## src/rtl/cpu_ctrl_pkg.sv

```systemverilog
// Shared encodings for the 16-bit RISC CPU controller: instruction fields,
// datapath select codes, memory commands and the controller state type.
package cpu_ctrl_pkg;

  localparam logic [2:0] OPC_MOV  = 3'b110;
  localparam logic [2:0] OPC_ALU  = 3'b101;
  localparam logic [2:0] OPC_STR  = 3'b100;
  localparam logic [2:0] OPC_LDR  = 3'b011;
  localparam logic [2:0] OPC_HALT = 3'b111;

  localparam logic [1:0] OP_ADD     = 2'b00;
  localparam logic [1:0] OP_CMP     = 2'b01;
  localparam logic [1:0] OP_AND     = 2'b10;
  localparam logic [1:0] OP_MVN     = 2'b11;
  localparam logic [1:0] OP_MOV_IMM = 2'b10;
  localparam logic [1:0] OP_MOV_SHF = 2'b00;
  localparam logic [1:0] OP_MEM     = 2'b00;

  localparam logic [1:0] NSEL_RN = 2'b00;
  localparam logic [1:0] NSEL_RD = 2'b01;
  localparam logic [1:0] NSEL_RM = 2'b10;

  localparam logic [1:0] VSEL_MDATA  = 2'b00;
  localparam logic [1:0] VSEL_SXIMM8 = 2'b01;
  localparam logic [1:0] VSEL_PC     = 2'b10;
  localparam logic [1:0] VSEL_C      = 2'b11;

  localparam logic [1:0] MEM_NONE  = 2'b00;
  localparam logic [1:0] MEM_READ  = 2'b01;
  localparam logic [1:0] MEM_WRITE = 2'b10;

  typedef enum logic [4:0] {
    S_RST     = 5'd0,
    S_IF1     = 5'd1,
    S_IF2     = 5'd2,
    S_UPDPC   = 5'd3,
    S_DECODE  = 5'd4,
    S_WIMM    = 5'd5,
    S_GETA    = 5'd6,
    S_GETB    = 5'd7,
    S_EXE     = 5'd8,
    S_EXZ     = 5'd9,
    S_EXS     = 5'd10,
    S_WB      = 5'd11,
    S_ADR     = 5'd12,
    S_LADR    = 5'd13,
    S_ASET    = 5'd14,
    S_MRD     = 5'd15,
    S_LWB     = 5'd16,
    S_SGETB   = 5'd17,
    S_SPASS   = 5'd18,
    S_MWR     = 5'd19,
    S_HALT    = 5'd20,
    S_ILLEGAL = 5'd21
  } state_t;

endpackage

```

## src/rtl/mem_wait_counter.sv

```systemverilog
// Down-counter that paces RAM read waits: loaded on entry to a wait state,
// decremented while waiting, zero flag tells the FSM the data is valid.
module mem_wait_counter #(
  parameter int CNT_W = 4
) (
  input  logic             clk,
  input  logic             reset,
  input  logic             load,
  input  logic [CNT_W-1:0] load_val,
  input  logic             dec,
  output logic             zero
);

  logic [CNT_W-1:0] cnt_q, cnt_d;

  always_comb begin
    cnt_d = cnt_q;
    if (load) begin
      cnt_d = load_val;
    end else if (dec && (cnt_q != '0)) begin
      cnt_d = cnt_q - 1'b1;
    end
  end

  always_ff @(posedge clk) begin
    if (reset) begin
      cnt_q <= '0;
    end else begin
      cnt_q <= cnt_d;
    end
  end

  assign zero = (cnt_q == '0);

endmodule

```

## src/rtl/cpu_control_fsm.sv

```systemverilog
// Moore controller for the 16-bit RISC CPU: fetch, PC update, decode and
// execution of MOV/ALU/LDR/STR/HALT with a configurable RAM read latency.
module cpu_control_fsm
  import cpu_ctrl_pkg::*;
#(
  parameter int MEM_LAT     = 1,
  parameter bit ENABLE_HALT = 1'b1,
  parameter int CNT_W       = 4
) (
  input  logic       clk,
  input  logic       reset,
  input  logic [2:0] opcode,
  input  logic [1:0] op,
  output logic [1:0] nsel,
  output logic [1:0] vsel,
  output logic       loada,
  output logic       loadb,
  output logic       asel,
  output logic       bsel,
  output logic       loadc,
  output logic       loads,
  output logic       write,
  output logic       loadir,
  output logic       loadpc,
  output logic       reset_pc,
  output logic       addr_sel,
  output logic       load_addr,
  output logic [1:0] mem_cmd,
  output logic       busy,
  output logic       halted,
  output logic       illegal,
  output state_t     dbg_state
);

  localparam logic [CNT_W-1:0] WAIT_INIT = CNT_W'(MEM_LAT - 1);

  state_t state_q, state_d;
  logic   cnt_load, cnt_dec, cnt_zero;

  // Wait states load the counter on entry so residency is exactly MEM_LAT.
  assign cnt_load = ((state_d == S_IF1) || (state_d == S_MRD)) && (state_d != state_q);
  assign cnt_dec  = (state_q == S_IF1) || (state_q == S_MRD);

  mem_wait_counter #(.CNT_W(CNT_W)) u_wait (
    .clk      (clk),
    .reset    (reset),
    .load     (cnt_load),
    .load_val (WAIT_INIT),
    .dec      (cnt_dec),
    .zero     (cnt_zero)
  );

  always_ff @(posedge clk) begin
    if (reset) begin
      state_q <= S_RST;
    end else begin
      state_q <= state_d;
    end
  end

  always_comb begin
    state_d = state_q;
    case (state_q)
      S_RST:    state_d = S_IF1;
      S_IF1:    if (cnt_zero) state_d = S_IF2;
      S_IF2:    state_d = S_UPDPC;
      S_UPDPC:  state_d = S_DECODE;
      S_DECODE: begin
        case (opcode)
          OPC_MOV: begin
            if (op == OP_MOV_IMM)      state_d = S_WIMM;
            else if (op == OP_MOV_SHF) state_d = S_GETB;
            else                       state_d = S_ILLEGAL;
          end
          OPC_ALU:  state_d = (op == OP_MVN) ? S_GETB : S_GETA;
          OPC_LDR:  state_d = (op == OP_MEM) ? S_GETA : S_ILLEGAL;
          OPC_STR:  state_d = (op == OP_MEM) ? S_GETA : S_ILLEGAL;
          OPC_HALT: state_d = ENABLE_HALT ? S_HALT : S_ILLEGAL;
          default:  state_d = S_ILLEGAL;
        endcase
      end
      S_WIMM:   state_d = S_IF1;
      S_GETA:   state_d = ((opcode == OPC_LDR) || (opcode == OPC_STR)) ? S_ADR : S_GETB;
      S_GETB: begin
        // MOV shift and MVN have no A operand, so they use the zeroed-A execute.
        if ((opcode == OPC_ALU) && (op == OP_CMP))                   state_d = S_EXS;
        else if ((opcode == OPC_MOV) || ((opcode == OPC_ALU) && (op == OP_MVN))) state_d = S_EXZ;
        else                                                         state_d = S_EXE;
      end
      S_EXE:    state_d = S_WB;
      S_EXZ:    state_d = S_WB;
      S_EXS:    state_d = S_IF1;
      S_WB:     state_d = S_IF1;
      S_ADR:    state_d = S_LADR;
      S_LADR:   state_d = S_ASET;
      S_ASET:   state_d = (opcode == OPC_LDR) ? S_MRD : S_SGETB;
      S_MRD:    if (cnt_zero) state_d = S_LWB;
      S_LWB:    state_d = S_IF1;
      S_SGETB:  state_d = S_SPASS;
      S_SPASS:  state_d = S_MWR;
      S_MWR:    state_d = S_IF1;
      S_HALT:   state_d = S_HALT;
      S_ILLEGAL: state_d = S_ILLEGAL;
      default:  state_d = S_ILLEGAL;
    endcase
  end

  always_comb begin
    nsel      = NSEL_RN;
    vsel      = VSEL_MDATA;
    loada     = 1'b0;
    loadb     = 1'b0;
    asel      = 1'b0;
    bsel      = 1'b0;
    loadc     = 1'b0;
    loads     = 1'b0;
    write     = 1'b0;
    loadir    = 1'b0;
    loadpc    = 1'b0;
    reset_pc  = 1'b0;
    addr_sel  = 1'b0;
    load_addr = 1'b0;
    mem_cmd   = MEM_NONE;
    busy      = 1'b1;
    halted    = 1'b0;
    illegal   = 1'b0;
    case (state_q)
      S_RST:   begin reset_pc = 1'b1; loadpc = 1'b1; end
      S_IF1:   begin addr_sel = 1'b1; mem_cmd = MEM_READ; end
      S_IF2:   begin addr_sel = 1'b1; mem_cmd = MEM_READ; loadir = 1'b1; end
      S_UPDPC: loadpc = 1'b1;
      S_WIMM:  begin nsel = NSEL_RN; vsel = VSEL_SXIMM8; write = 1'b1; end
      S_GETA:  begin nsel = NSEL_RN; loada = 1'b1; end
      S_GETB:  begin nsel = NSEL_RM; loadb = 1'b1; end
      S_EXE:   loadc = 1'b1;
      S_EXZ:   begin asel = 1'b1; loadc = 1'b1; end
      S_EXS:   loads = 1'b1;
      S_WB:    begin nsel = NSEL_RD; vsel = VSEL_C; write = 1'b1; end
      S_ADR:   begin bsel = 1'b1; loadc = 1'b1; end
      S_LADR:  load_addr = 1'b1;
      S_MRD:   mem_cmd = MEM_READ;
      S_LWB:   begin mem_cmd = MEM_READ; nsel = NSEL_RD; vsel = VSEL_MDATA; write = 1'b1; end
      S_SGETB: begin nsel = NSEL_RD; loadb = 1'b1; end
      S_SPASS: begin asel = 1'b1; loadc = 1'b1; end
      S_MWR:   mem_cmd = MEM_WRITE;
      S_HALT:  begin busy = 1'b0; halted = 1'b1; end
      S_ILLEGAL: begin busy = 1'b0; illegal = 1'b1; end
      default: ;
    endcase
  end

  assign dbg_state = state_q;

endmodule

```

## config.mk

```make
export PLATFORM = sky130hd
export DESIGN_NAME = cpu_control_fsm
export DESIGN_NICKNAME = d
export VERILOG_FILES = /design/src/rtl/cpu_ctrl_pkg.sv /design/src/rtl/mem_wait_counter.sv /design/src/rtl/cpu_control_fsm.sv
export SDC_FILE = /design/constraint.sdc
export NUM_CORES = 1
export LEC_CHECK = 0
export ABC_CLOCK_PERIOD_IN_PS = 4650
export CELL_PAD_IN_SITES_DETAIL_PLACEMENT = 1
export CELL_PAD_IN_SITES_GLOBAL_PLACEMENT = 2
export CORE_MARGIN = 5
export CORE_UTILIZATION = 27
export CTS_BUF_LIST = sky130_fd_sc_hd__clkbuf_16
export CTS_CLUSTER_DIAMETER = 150
export DETAILED_ROUTE_END_ITERATION = 12
export GPL_TIMING_DRIVEN = 0
export HOLD_SLACK_MARGIN = 0.15
export PLACE_DENSITY_LB_ADDON = 0.1
export RECOVER_POWER = 100
export SLEW_MARGIN = 10
export SYNTH_ARGS = -nofsm -noshare
export SYNTH_HDL_FRONTEND = slang
export SYNTH_SLANG_ARGS = --single-unit
```

## constraint.sdc

```tcl
create_clock -name clk -period 4.65 [get_ports clk]
set_input_delay 1.1625 -clock clk [delete_from_list [all_inputs] [get_ports clk]]
set_output_delay 1.1625 -clock clk [all_outputs]
set_load 0.05 [all_outputs]
```

# Word level (Yosys, flattened, before mapping)
# Index checks and enable logic that the tools add are counted.
dict set report word_totals {
  out_inout_bits 26
  memories 0
  mem_bits_ro 0
  latch_bits 0
  ramBits 0
  inputBits 7
  wordCells 90
  ff_bits 9
}
dict set report classes {
  div 0
  eq_ne 32
  n_bitwise 0
  shifts 0
  multipliers 0
  muxes 30
  order_cmp 0
  reduce_logical 25
  addsub 1
}
# operator n
set op_table {}
lappend op_table {{case mux 5 bit (15 select lines)} 1}
lappend op_table {{equality test 5 x 4 -> 1 bit, second input constant} 9}
lappend op_table {{equality test 5 bit, second input constant} 6}
lappend op_table {{2-to-1 mux 5 bit} 6}
lappend op_table {{equality test 5 x 3 -> 1 bit, second input constant} 4}
lappend op_table {{case mux 5 bit (4 select lines)} 1}
lappend op_table {{2-to-1 mux 1 bit} 17}
lappend op_table {{OR reduction 2 bit} 8}
lappend op_table {{equality test 3 bit, second input constant} 4}
lappend op_table {{case mux 2 bit (2 select lines)} 3}
lappend op_table {{equality test 5 x 1 -> 1 bit, second input constant} 2}
lappend op_table {{equality test 5 x 2 -> 1 bit, second input constant} 2}
lappend op_table {{OR reduction 4 bit} 2}
lappend op_table {{OR reduction 3 bit} 2}
lappend op_table {{OR reduction 6 bit} 1}
lappend op_table {{zero test 5 bit} 1}
lappend op_table {{inequality test 5 bit} 1}
lappend op_table {{equality test 2 bit, second input constant} 2}
lappend op_table {{logical AND 1 bit} 4}
lappend op_table {{zero test 4 bit} 1}
lappend op_table {{logical OR 1 bit} 4}
lappend op_table {{2-to-1 mux 4 bit} 1}
lappend op_table {{nonzero test 4 bit} 1}
lappend op_table {{subtractor 4 x 1 -> 4 bit, second input constant} 1}
lappend op_table {{other kinds (4)} 4}

# Logic depth before layout (Yosys ltp)
dict set report logic_depth {
  word_depth 10
  depth_mapped 8
  depth_no_buf 8
}

# By module
# A second synthesis with hierarchy kept.
dict set report hier_totals {
  cells_unflattened 179
  area_unflattened_um2 1255.0
}
# module instances area_per_inst_um2 seq_area_each_um2 cells_each
set modules_own_cells {}
lappend modules_own_cells {cpu_control_fsm 1 992.2 100.1 150}
lappend modules_own_cells {mem_wait_counter 1 262.8 80.1 29}

# Worst setup path after synthesis
# Ideal clock, no wire load.
dict set report synth_timing {
  path_kind {reg2out}
  startpoint {register state_q[3], in the netlist dbg_state[3]}
  endpoint {output port write}
  stages_incl_launch_ff 6
  path_slack_ns 0.724
  n_path_buf 2
  t_arrival_ns 2.764
  cell_sequence {dfxtp_1 > buf_6 > clkbuf_1 > nand2b_1 > nor3_1 > a21o_1}
}
dict set report synth_via {
  elab_chain_cells 3
  word_cells_on_any_way 5
  classes_between {eq/ne: 3; mux: 1; reduce/logical: 1}
}
# item line
set synth_rtl {}
lappend synth_rtl {{from (decl)} cpu_control_fsm.sv:37} ;# state_t state_q, state_d;
lappend synth_rtl {{from (signal assigned)} cpu_control_fsm.sv:57} ;# state_q <= state_d;
lappend synth_rtl {{equality test 5 bit, or another cell as far along} cpu_control_fsm.sv:127} ;# case (state_q)
lappend synth_rtl {{OR reduction 3 bit (no source line) (*)} --}
lappend synth_rtl {{2-to-1 mux 1 bit (*)} cpu_control_fsm.sv:127}
lappend synth_rtl {{to (decl)} cpu_control_fsm.sv:22} ;# output logic write,
# Every way passes the cells marked *; elsewhere a longest branch is shown, timed or not.

# Final worst setup path
dict set report layout_timing {
  startpoint {register state_q[0], in the netlist dbg_state[0]}
  endpoint {output port mem_cmd[0]}
}
dict set report layout_via {
  elab_chain_cells 3
  word_cells_on_any_way 7
  classes_between {eq/ne: 5; mux: 1; reduce/logical: 1}
}
# item line
set layout_rtl {}
lappend layout_rtl {{equality test 5 x 1 -> 1 bit, or another cell as far along} cpu_control_fsm.sv:127}
lappend layout_rtl {{OR reduction 4 bit (no source line)} --}
lappend layout_rtl {{case mux 2 bit (2 select lines) (*)} cpu_control_fsm.sv:127}
lappend layout_rtl {{to (decl)} cpu_control_fsm.sv:28} ;# output logic [1:0] mem_cmd,
# Marked as above.

==> results.rst <==
.. list-table::
   :header-rows: 1

   * - Metric
     - Value
   * - Run status
     - completed
   * - Logic pwr share
     - between 60% and 70%
   * - Post-route DRC
     - 0
   * - Final critical delay including setup and external delays
     - between 4000 and 5000 ps
   * - Number of buffers inserted during clock tree synthesis
     - 3
   * - Relative slew slack
     - between 60% and 70%
   * - Routability congestion estimate from global placement
     - roughly 0.81
   * - Yosys synthesis warning count
     - 0
   * - Post-synthesis area per instance
     - between 6 and 7 um^2
   * - Clock latency at the later pin of the worst-skew pair
     - between 200 and 250 ps
   * - Hold Violations, Final
     - 0
   * - Via density per instance
     - around 5.5
   * - Switching fraction of total power
     - 55.2%
   * - Area growth from synthesis to layout
     - 36.9%
   * - Max-Cap Viols
     - 0
   * - RSZ-0062 raised after global routing
     - false
   * - Share of layout cells above drive strength 1
     - approximately 8.0%
   * - Initial DRT Pass Iterations
     - 4
   * - Post-place setup slack
     - slightly below 900 ps
   * - Proportion of synthesized chip area in sequential cells
     - about 16%
   * - Element type at the critical path start
     - register
   * - Peak supply drop
     - between 0.15 and 0.2 mV
   * - Reg2Reg Capture Point
     - u_wait.cnt_q[0]$_SDFFE_PP0P_
   * - CP required
     - roughly 3500 ps
   * - Post-route fraction of the period consumed by the critical path
     - between 80 and 90%
   * - Data arrival time of the critical path
     - 2880 ps
   * - Clock root buffer
     - clkbuf_16
   * - Main synth FF type
     - dfxtp_1
   * - Via count of the first global-routing pass
     - between 1k and 1.5k
   * - Setup TNS after final layout
     - 0 ps
   * - Reg2reg setup slack
     - between 2000 and 2500 ps
   * - Cell area after technology mapping
     - ~0.0012 mm^2
   * - Total instance count after detailed placement
     - between 200 and 250
   * - Clock edge transition at the registers on the reported setup and hold paths
     - roughly 40 ps
   * - Number of vias in the routed layout
     - about 1.4k
   * - Width of the chip
     - 75.5 um
   * - Antenna diode instance count
     - 0
   * - Total of fill cells in the finished design
     - approximately 520
   * - Quantity of I/O buffers inserted on ports
     - 30
   * - Count of placed standard cells in the final layout, fillers left out
     - ~250
   * - Multi-input gate area
     - roughly 900 um^2
   * - Least setup slack across all paths after layout
     - ~600 ps
   * - Overall routed net length
     - between 4 and 5 mm
   * - Number of top-level pins
     - 33
   * - Die Span Y
     - 75.5 um
   * - Placeable core area
     - between 0.004 and 0.005 mm^2
   * - Number of buffers on the longest clock path
     - 2
   * - Quantity of hold-fixing buffers added after cts
     - 0
   * - Setup skew after layout
     - 0.124 ps
   * - Number of instances in the synthesized netlist
     - 167
   * - Register Area
     - 180 um^2
   * - EDFF count, synth
     - 0
   * - Setup crit end kind
     - output pin
   * - Overall global routing resource usage
     - between 10% and 20%
   * - Maximum net fanout on the critical path
     - 10
   * - Actual slew at the worst max-slew pin
     - 539 ps
   * - Total power
     - approximately 0.84 mW
   * - Worst flop-to-flop path startpoint
     - dbg_state[1]$_SDFF_PP0_
   * - Destination of the worst hold path
     - u_wait.cnt_q[0]$_SDFFE_PP0P_
   * - Int Pwr
     - 0.377 mW
   * - Layout net count
     - 210
   * - Global-route wire length before repair
     - between 7 and 8 mm
   * - WL per Instance
     - 17.1 um
   * - Final antenna-violating net count
     - 0
   * - Launch point of the worst hold path
     - u_wait.cnt_q[0]$_SDFFE_PP0P_
   * - Post-synth cell types
     - between 50 and 60
   * - Detailed placer's ending HPWL
     - between 3 and 4 mm
   * - Final setup vio count
     - 0
   * - Effective utilization at floorplan
     - 28.4%
   * - Critical setup path kind
     - reg2out
   * - Synthesis-stage register bit count
     - 9
   * - Antenna violations before repair
     - 0
   * - Setup repair bufs after CTS
     - 0
   * - Pin count of the biggest net entering global routing
     - 11
   * - TritonCTS clock tree
     - done
   * - Number of cells on the worst reg-to-reg path
     - 7
   * - Type of the most critical hold path
     - reg2reg
   * - Row Count
     - 23
   * - Floorplan die area
     - around 0.0057 mm^2
   * - Slew Viols, Final
     - 0
   * - Total power divided by cell area
     - 530 mW/mm^2
   * - Number of cells traversed by the worst hold path
     - 2
   * - Post_cts resized
     - 0
   * - Maximum achievable frequency
     - 248 MHz
   * - Drt first-iter violations
     - 33
   * - Leakage Power
     - 0.656 nW
   * - H-Tree Level Count
     - 1
   * - Reported net switching power
     - 0.465 mW
   * - Number of nets in the synthesized netlist
     - ~180
   * - Clock sink total
     - 9
   * - Share of synthesized flip-flops with an asynchronous set or reset
     - 0%
   * - Part of the total power dissipated in sequential elements
     - 12.6%
   * - Portion of total power attributed to the clock network
     - 18.0%
   * - Congestion Overflow GR
     - 0
   * - Finished Core Util
     - 38.9%
==> kinds of logic after synthesis <==
family | share of synthesized area (%)
buffers and inverters | 7.87
flip-flops | 15.5
AO/OA/AOI/OAI | 28.7
AND/OR/NAND/NOR | 41.6
adder cells (fa/ha/maj) | 1.08
XOR/XNOR | 2.27
multiplexers | 2.91
==> cell type report <==
class	instances	area share [%]
plain buffers	14	4.33
well taps	50	3.94
repair buffers	30	18.9
flip-flops and latches	9	11.3
multi-input cells	138	55.1
clock inverters	1	0.236
clock buffers	3	4.73
inverters	6	1.42
==> synthesized netlist by cell type (3+ instances only) <==
cell	n	area share, %
nor4_1	4	2.2
o21ai_0	7	3.0
nand2b_1	9	4.9
a21oi_1	6	2.6
nor3_1	9	3.9
nand2_1	13	4.2
dfxtp_1	9	16
buf_2	6	2.6
or3_1	3	1.6
and3b_1	3	2.3
clkbuf_1	5	1.6
inv_1	5	1.6
nor2b_1	4	2.2
and2_1	3	1.6
a211oi_1	4	2.6
nor2_1	18	5.8
nand3_1	3	1.3
==> power groups by stage <==
| stage | combinational (mW) | sequential, mW | clock, mW |
|---|---|---|---|
| floorplan | 0.402 | 0.140 | 0 |
| global placement | 0.615 | 0.107 | 0 |
| detailed placement | 0.624 | 0.108 | 0 |
| CTS | 0.626 | 0.106 | 0.155 |
| global route | 0.636 | 0.108 | 0.158 |
| finish | 0.585 | 0.106 | 0.152 |
==> sequential cells by signal, indices dropped and copies added (netlist names) <==
| signal | flops |
|---|---|
| u_wait.cnt_q | 4 |
| dbg_state | 5 |
==> cells in the final DEF, fill, tap and decap left out, types with 4 or more instances in the layout <==
master          n
dfxtp_1         9
nor4_1          4
a211oi_1        4
o21ai_0         8
nor3_1          9
nor2_1         18
nand2b_1        9
clkbuf_1        5
nand2_1        13
a21oi_1         6
buf_2           6
inv_1           6
dlygate4sd3_1  27
nor2b_1         4
==> per-layer routing <==
metal | global-route usage [%] | vias to the layer above | routed length (um)
met5 | 0 | - | 0
met4 | 4.08 | 0 | 68
met3 | 3.17 | 8 | 250
met2 | 30.0 | 39 | 2170
met1 | 19.6 | 645 | 1810
li1 | - | 691 | -
==> metrics by stage <==
stage / instance area (um^2) / hold slack, ps
global route: 1590 / 624
finish: 1590 / 586
floorplan: 1160 / 541
global placement: 1520 / 552
detailed placement: 1520 / 586
CTS: 1600 / 595
==> how the worst max path moves through the flow <==
stage | start | end | slack, ps | cells after the start
3_5_place_dp | dbg_state[0]$_SDFF_PP0_ | mem_cmd[0] | 890 | 8
2_1_floorplan | dbg_state[3]$_SDFF_PP0_ | write | 720 | 5
6_report | dbg_state[0]$_SDFF_PP0_ | mem_cmd[0] | 610 | 8
4_1_cts | dbg_state[0]$_SDFF_PP0_ | mem_cmd[0] | 620 | 8
5_1_grt | dbg_state[0]$_SDFF_PP0_ | mem_cmd[0] | 370 | 8
3_3_place_gp | dbg_state[0]$_SDFF_PP0_ | mem_cmd[0] | 980 | 8
==> critical path, cell delays in order (launching register included) <==
cell and delay (ps):
dfxtp_1 310, buf_2 210, clkbuf_1 370, clkbuf_1 380, nand3_1 120, o21ai_0 110, a21oi_1 100, o32ai_1 130
dlygate4sd3_1 910
Note: power is estimated with default switching activity, not from simulation.
